<file path="src/rtl/peak_bin_tracker_if.sv">
// Bin-stream interface for peak_bin_tracker. The upstream bin-magnitude stage
// drives the master side and the tracker sits on the slave side.
interface peak_bin_tracker_if #(
  parameter int DATA_W = 20,
  parameter int IDX_W  = 2
);
  logic              in_valid;
  logic [DATA_W-1:0] in_data;
  logic              frame_restart;
  logic [DATA_W-1:0] threshold;
  logic              hold_mode;
  logic              out_valid;
  logic [IDX_W-1:0]  out_index;
  logic [DATA_W-1:0] out_value;
  logic              out_above;
  logic              busy;

  modport master (
    output in_valid, in_data, frame_restart, threshold, hold_mode,
    input  out_valid, out_index, out_value, out_above, busy
  );

  modport slave (
    input  in_valid, in_data, frame_restart, threshold, hold_mode,
    output out_valid, out_index, out_value, out_above, busy
  );
endinterface

</file>
<file path="src/rtl/peak_bin_tracker.sv">
// Streaming argmax over frames of NUM_BINS unsigned bin magnitudes.
// Stage p0 tracks the running winner of the current frame. Stage p1 holds
// the published result of the last completed frame, one clock after its
// final bin. Ties keep the earliest bin. In hold mode a weak frame leaves
// the published index unchanged.
module peak_bin_tracker #(
  parameter int DATA_W   = 20,
  parameter int NUM_BINS = 4,
  parameter int IDX_W    = $clog2(NUM_BINS)
) (
  input logic               clk,
  input logic               rst_n,
  peak_bin_tracker_if.slave bus
);

  localparam logic [IDX_W-1:0] LAST_BIN = IDX_W'(NUM_BINS - 1);

  // Strict unsigned compare: a later bin equal to the incumbent never wins.
  function automatic logic beats(input logic [DATA_W-1:0] cand,
                                 input logic [DATA_W-1:0] incumbent);
    return cand > incumbent;
  endfunction

  function automatic logic meets(input logic [DATA_W-1:0] val,
                                 input logic [DATA_W-1:0] thr);
    return val >= thr;
  endfunction

  logic [IDX_W-1:0]  bin_cnt_p0;
  logic [DATA_W-1:0] best_val_p0;
  logic [IDX_W-1:0]  best_idx_p0;
  logic              busy_p0;

  logic              vld_p1;
  logic [IDX_W-1:0]  idx_p1;
  logic [DATA_W-1:0] val_p1;
  logic              above_p1;

  logic              accept;
  logic              first_bin;
  logic              last_bin;
  logic              take_new;
  logic              win_above;
  logic [DATA_W-1:0] win_val;
  logic [IDX_W-1:0]  win_idx;
  logic [IDX_W-1:0]  bin_cnt_nxt;

  // Winner including the bin presented this cycle, and the next bin count.
  always_comb begin
    accept    = bus.in_valid && !bus.frame_restart;
    first_bin = (bin_cnt_p0 == '0);
    last_bin  = (bin_cnt_p0 == LAST_BIN);
    // On the first bin bin_cnt is 0, so win_idx is 0 without a separate path.
    take_new  = first_bin || beats(bus.in_data, best_val_p0);
    win_val   = take_new ? bus.in_data : best_val_p0;
    win_idx   = take_new ? bin_cnt_p0 : best_idx_p0;
    win_above = meets(win_val, bus.threshold);

    bin_cnt_nxt = bin_cnt_p0;
    if (bus.frame_restart) begin
      bin_cnt_nxt = '0;
    end else if (bus.in_valid) begin
      bin_cnt_nxt = last_bin ? '0 : bin_cnt_p0 + IDX_W'(1);
    end
  end

  // ---- stage p0: running frame maximum ----
  // Update bin position, busy flag and the running winner on each accepted bin.
  always_ff @(posedge clk or negedge rst_n) begin
    if (!rst_n) begin
      bin_cnt_p0  <= '0;
      best_val_p0 <= '0;
      best_idx_p0 <= '0;
      busy_p0     <= 1'b0;
    end else begin
      bin_cnt_p0 <= bin_cnt_nxt;
      busy_p0    <= (bin_cnt_nxt != '0);
      if (accept) begin
        best_val_p0 <= win_val;
        best_idx_p0 <= win_idx;
      end
    end
  end

  // ---- stage p1: published frame result ----
  // Publish on the last accepted bin; a restart on that cycle suppresses it.
  always_ff @(posedge clk or negedge rst_n) begin
    if (!rst_n) begin
      vld_p1   <= 1'b0;
      idx_p1   <= '0;
      val_p1   <= '0;
      above_p1 <= 1'b0;
    end else begin
      vld_p1 <= accept && last_bin;
      if (accept && last_bin) begin
        val_p1   <= win_val;
        above_p1 <= win_above;
        if (!(bus.hold_mode && !win_above)) begin
          idx_p1 <= win_idx;
        end
      end
    end
  end

  assign bus.out_valid = vld_p1;
  assign bus.out_index = idx_p1;
  assign bus.out_value = val_p1;
  assign bus.out_above = above_p1;
  assign bus.busy      = busy_p0;

endmodule

</file>
<file path="src/flat_wrapper.sv">
// flat-port wrapper written by rule: the top's interface ports become plain ports
module peak_bin_tracker_flat 
#(
  parameter int DATA_W   = 20,
  parameter int NUM_BINS = 4,
  parameter int IDX_W    = $clog2(NUM_BINS)
)
  (clk, rst_n, bus_in_valid, bus_in_data, bus_frame_restart, bus_threshold, bus_hold_mode, bus_out_valid, bus_out_index, bus_out_value, bus_out_above, bus_busy);
  peak_bin_tracker_if #(.DATA_W(DATA_W), .IDX_W(IDX_W)) bus_i ();
  input logic clk;
  input logic rst_n;
  input wire logic [$bits(bus_i.in_valid)-1:0] bus_in_valid;
  input wire logic [$bits(bus_i.in_data)-1:0] bus_in_data;
  input wire logic [$bits(bus_i.frame_restart)-1:0] bus_frame_restart;
  input wire logic [$bits(bus_i.threshold)-1:0] bus_threshold;
  input wire logic [$bits(bus_i.hold_mode)-1:0] bus_hold_mode;
  output wire logic [$bits(bus_i.out_valid)-1:0] bus_out_valid;
  output wire logic [$bits(bus_i.out_index)-1:0] bus_out_index;
  output wire logic [$bits(bus_i.out_value)-1:0] bus_out_value;
  output wire logic [$bits(bus_i.out_above)-1:0] bus_out_above;
  output wire logic [$bits(bus_i.busy)-1:0] bus_busy;
  assign bus_i.in_valid = bus_in_valid;
  assign bus_i.in_data = bus_in_data;
  assign bus_i.frame_restart = bus_frame_restart;
  assign bus_i.threshold = bus_threshold;
  assign bus_i.hold_mode = bus_hold_mode;
  assign bus_out_valid = bus_i.out_valid;
  assign bus_out_index = bus_i.out_index;
  assign bus_out_value = bus_i.out_value;
  assign bus_out_above = bus_i.out_above;
  assign bus_busy = bus_i.busy;
  peak_bin_tracker #(.DATA_W(DATA_W), .NUM_BINS(NUM_BINS), .IDX_W(IDX_W)) u_core (.clk(clk), .rst_n(rst_n), .bus(bus_i));
endmodule
</file>
<file path="config.mk">
export PLATFORM = sky130hd
export DESIGN_NAME = peak_bin_tracker_flat
export DESIGN_NICKNAME = d
export VERILOG_FILES = /design/src/rtl/peak_bin_tracker_if.sv /design/src/rtl/peak_bin_tracker.sv /design/src/flat_wrapper.sv
export SDC_FILE = /design/constraint.sdc
export NUM_CORES = 1
export LEC_CHECK = 0
export ABC_AREA = 1
export BUFFER_PORTS_ARGS = -buffer_cell sky130_fd_sc_hd__buf_2
export CORE_UTILIZATION = 40
export DETAILED_ROUTE_END_ITERATION = 8
export GPL_TIMING_DRIVEN = 0
export PLACE_DENSITY = 0.65
export SLEW_MARGIN = 20
export SYNTH_ARGS = -nofsm -noshare
export SYNTH_HDL_FRONTEND = slang
export SYNTH_SLANG_ARGS = --single-unit
</file>
<file path="constraint.sdc">
create_clock -name clk -period 4 [get_ports clk]
set_clock_uncertainty 0.1 [all_clocks]
set_input_delay 0.2 -clock clk [delete_from_list [all_inputs] [get_ports clk]]
set_output_delay 0.2 -clock clk [all_outputs]
set_load 0.01 [all_outputs]
</file>
### Word level (Yosys, flattened, before mapping)

Index checks and enable logic that the tools add are counted.
Widths: inputs -> output; s select.

| storage, ports and cells | value |
|---|---|
| word-level logic and storage cells | 27 |
| output and inout bits | 25 |
| register bits | 49 |

| cells by class | value |
|---|---|
| mux-type cells | 5 |
| reductions and logical operators | 9 |
| add/subtract/negate cells | 1 |
| equal/unequal tests | 1 |
| $lt $le $gt $ge | 2 |
| bitwise logic cells | 1 |

Operators by type and width:

| kind | number |
|---|---|
| $ge 20x20->1 | 1 |
| $gt 20x20->1 | 1 |
| $mux 20 | 1 |
| $mux 2 | 4 |
| $logic_and 1x1->1 | 3 |
| $add 2x1->2 const B | 1 |
| $eq 2x2->1 const B | 1 |
| $logic_not 1->1 | 2 |
| $logic_not 2->1 | 1 |
| $reduce_and 2->1 | 1 |
| $reduce_bool 2->1 | 1 |
| $logic_or 1x1->1 | 1 |
| $not 1->1 | 1 |

### Longest topological paths before layout

| logic depth | value |
|---|---|
| word-level depth | 8 |
| gate-level depth with buffers | 28 |
| mapped depth without buffers | 27 |

### Least setup slack after synthesis

OpenSTA, ideal clock, no wires.

| path | value |
|---|---|
| path kind | flip-flop to flip-flop |
| from | reg u_core.best_val_p0[19] |
| to | reg u_core.idx_p1[0] (netlist: u_core.bus.out_index[0]) |
| arrival time | 2.703 ns |
| setup slack | 1.132 ns |
| data required time | 3.835 ns |
| stages on the path, launching flop included | 25 |
| library setup time | 0.065 ns |
| cell sequence | dfrtp_1 inv_1 ha_1 nand2_1 nor2_2 nand2_1 nor2_2 nand2_1 nand3_2 nand2_2 nand2_4 buf_6 nand2_1 and2_1 ha_1 nand2_1 nor2_1 nand2_1 nor2_1 nand2_1 nand4_1 nand2_1 nand2_1 nand3_1 nand2_1 |

| between the ends | value |
|---|---|
| cells in the longest elaborated chain, start to end | 8 |
| elaborated cells between the ends (all ways) | 9 |
| those cells by class | 2 x order compare; 2 x mux; 1 x bitwise; 4 x reduce/logical |

Ends and longest elaborated chain:

| element | line | RTL |
|---|---|---|
| start, declared | peak_bin_tracker.sv:30 | `logic [DATA_W-1:0] best_val_p0;` |
| start signal, assigned | peak_bin_tracker.sv:79 | `best_val_p0 <= win_val;` |
| $gt 20x20->1 | peak_bin_tracker.sv:21 | `return cand > incumbent;` |
| $logic_or 1x1->1 | peak_bin_tracker.sv:54 | `take_new = first_bin \|\| beats(bus.in_data, best_val_p0);` |
| $mux 20 | peak_bin_tracker.sv:55 | `win_val = take_new ? bus.in_data : best_val_p0;` |
| via u_core.win_val[11] | peak_bin_tracker.sv:44 | `logic [DATA_W-1:0] win_val;` |
| $ge 20x20->1 | peak_bin_tracker.sv:26 | `return val >= thr;` |
| $logic_not 1->1 | peak_bin_tracker.sv:98 | `if (!(bus.hold_mode && !win_above)) begin` |
| $logic_and 1x1->1 | peak_bin_tracker.sv:98 |  |
| $not 1->1 (no line) | -- |  |
| $reduce_and 2->1 (no line) | -- |  |
| end signal, assigned | peak_bin_tracker.sv:99 | `idx_p1 <= win_idx;` |
| end, declared | peak_bin_tracker.sv:35 | `logic [IDX_W-1:0] idx_p1;` |

The timed path passes the listed nets, and every way through them passes these cells.
A chain may end at the register's enable or synchronous reset.

### Final worst setup path

Ends and elaborated chain as after synthesis.

==> metrics.txt <==
detailed-route via count 3186; first-pass GRT wire length 14000 µm; Yosys cell types 25; largest net degree at the start of global routing 50; DRT iter0 DRCs around 130; Die Ht between 90 and 100 µm; Slew @ Worst Pin approximately 650 ps; post-layout min period between 3000 and 4000 ps; post-detail-place hpwl around 6400 µm; register area ~1200 µm²; total power about 1.7 mW; routability cong. between 0.8 and 0.9; Tcrit/Tclk final between 80% and 90%; WL final between 8000 and 9000 µm; Arr. time, crit path approximately 3600 ps; Int Pwr 1.05 mW; initial antenna violation count 0; CP Capture Type flip-flop; #FFs+latches synth 49; Nets ~660; logic gate share of total power 41.0%; Detail Route Antenna Nets 0; H-tree depth 2; Final Max Tran Viols 0; grt ovf 0; type of the worst setup path flip-flop to flip-flop; PortBufs 69; Setup TNS 0 ps; core area approximately 8400 µm²; DRC errors left 0; row cnt 33; syn avg cell area ~7.1 µm²; most frequent cells in the layout nand2_1 (169), inv_1 (83), buf_2 (70); Reg-to-Reg Start u_core.best_val_p0[19]$_DFFE_PN0P_; startpoint types flip-flop; Die Wd 95.9 µm; post-synth top area share 34.8%; switching pwr between 0.6 and 0.7 mW; leakage 2.51 nW; most common cell after layout, fill and taps aside nand2_1; DR vias/cell roughly 4.7; final setup fails 0; Fin. Hold Viols 0; max frequency just under 300 MHz; HP Start bus_in_valid; sequential area share after synthesis a little over a third; mapped cell area roughly 3500 µm²; CP Data Required Time 4160 ps; run status completed; Clock Tree Buf Depth 2; clk_lat worst skew a little over 300 ps; CP Launch Point u_core.best_val_p0[19]$_DFFE_PN0P_; cell count after synthesis a little under 500; TritonCTS Sinks between 40 and 50; fin util 49.2%; PostCTS Resize Cnt 0; crit-path cells inv_1 -> ha_1 -> nand2_1 -> nor2_2 -> nand2_1 -> nor2_2 -> nand4_1 -> nand2_2 -> buf_6 -> nand3_1 -> and2_1 -> ha_1 -> nand2_1 -> nor2_1 -> nand2_1 -> nor2_1 -> nand2_1 -> nand4_1 -> nand2_1 -> nand2_1 -> nand3_1 -> nand2_1; Syn Nets 583; WL per Instance roughly 12 µm; Max Cap Viol 0; Synth Warn # 0; vias in the first global route ~3100; Starting Density 42.1%; worst vdd ir roughly 0.23 mV; CTS clock-pin slew for the worst setup and hold paths 90 ps; P&R area growth vs syn 17.0%; Critical-path top delay cell dfrtp_1; total CTS buffers 5; Sw Share 38.1%; Synth area leaders dfrtp_1 (35%), nand2_1 (18%), ha_1 (15%), nand3_1 (9.8%), inv_1 (8.8%); Boundary Pins 70; P per Cell Area just over 400 nW/µm²; die area between 9000 and 10000 µm²; final worst slack ~570 ps; Hold Crit Class input port to flip-flop; CP peak stage delay 350 ps; GRT Util Overall about a fifth; DRT Pass-1 Iters 4; Seq pwr share between 30% and 40%; leading area contributor after synthesis dfrtp_1; CTS root buffer clkbuf_8; Crit Path Max Fanout 10; layout cells sized above 1 between 15 and 20%; cell repeated most along the worst path nand2_1; Setup Buffers After CTS 0; Slew HR between 50% and 60%; CTS Hold Bufs 2; Multi-input gate area approximately 1900 µm²; n_diodes 0; CTS tree yes; Layout fillers roughly 870; clock power share about a fifth; pre-CTS WS 568 ps; RSZ-0062 raised after global routing no
routing by layer:
layer / GRT usage, % / part of all wire, %
met1: 26.0 / 49
met2: 34.5 / 46
met3: 2.84 / 3.8
met4: 4.98 / 0.90
met5: 0 / 0
cell families (layout without fill, tap and decap cells):
logic type	count (synthesis)	after routing	share of synthesized area [%]
and+or+nand+nor	284	284	35.3
adders and majority gates	42	42	14.9
buffers and inverters	100	179	11.8
DFF	49	49	34.8
AOI/OAI and AO/OA	21	21	3.26
power by group through the flow:
stage	Combinational (mW)	Clock (mW)	Sequential, mW
2_1_floorplan	0.448	0	0.709
3_3_place_gp	0.685	0	0.677
3_5_place_dp	0.703	0	0.683
4_1_cts	0.708	0.343	0.675
5_1_grt	0.816	0.353	0.689
6_report	0.699	0.330	0.675
final timing paths:
path | end | cells past startpoint | slack [ps]
max | u_core.bus.out_index[0]$_DFFE_PN0P_ | 22 | 570
max in group asynchronous | u_core.bus.out_value[19]$_DFFE_PN0P_ | 2 | 3010
max reg2reg | u_core.bus.out_index[0]$_DFFE_PN0P_ | 22 | 570
min | u_core.bin_cnt_p0[0]$_DFF_PN0_ | 3 | 80
min in group asynchronous | u_core.bus.out_value[10]$_DFFE_PN0P_ | 2 | 360
min reg2reg | u_core.bus.out_value[1]$_DFFE_PN0P_ | 2 | 380
cell type report:
cell class / count / share of cell area (%)
inverters: 86 / 7.82
clock inverters: 1 / 0.121
plain buffers: 14 / 2.24
flip-flops and latches: 49 / 29.7
well taps: 105 / 3.18
clock buffers: 7 / 2.33
repair buffers: 71 / 8.91
multi-input cells: 347 / 45.7
flip-flops by register name, summed over array words and instances (netlist names):
name                  count
u_core.best_val_p0       20
u_core.bus.out_value     20
u_core.best_idx_p0        2
u_core.bin_cnt_p0         2
u_core.bus.out_index      2
u_core.bus.busy           1
u_core.bus.out_above      1
u_core.bus.out_valid      1
through the flow:
step | cells | area, µm² | hold slack (ps)
after floorplan | 496 | 3530 | -196
after global placement | 670 | 4000 | 337
after detailed placement | 670 | 4010 | 175
after CTS | 680 | 4130 | 62.9
after global routing | 680 | 4130 | 77.9
final | 680 | 4130 | 76.4
Yosys cell counts, drive strengths merged:
| master | number |
|---|---|
| and2 | 19 |
| nand2 | 172 |
| a21o | 2 |
| clkbuf | 7 |
| nand3 | 70 |
| ha | 42 |
| a21oi | 15 |
| nor2 | 19 |
| inv | 86 |
| buf | 7 |
| a211oi | 1 |
| o21bai | 1 |
| o21ai | 2 |
| dfrtp | 49 |
| nand4 | 2 |
| or2 | 2 |
worst max-delay path, delay by kind of cell (launching register included):
family,cells,cell delay [ps]
DFF,1,350
and+or+nand+nor,18,2090
adders and majority gates,2,570
buffers and inverters,2,230
No activity file was read; power rests on OpenSTA's default activity.
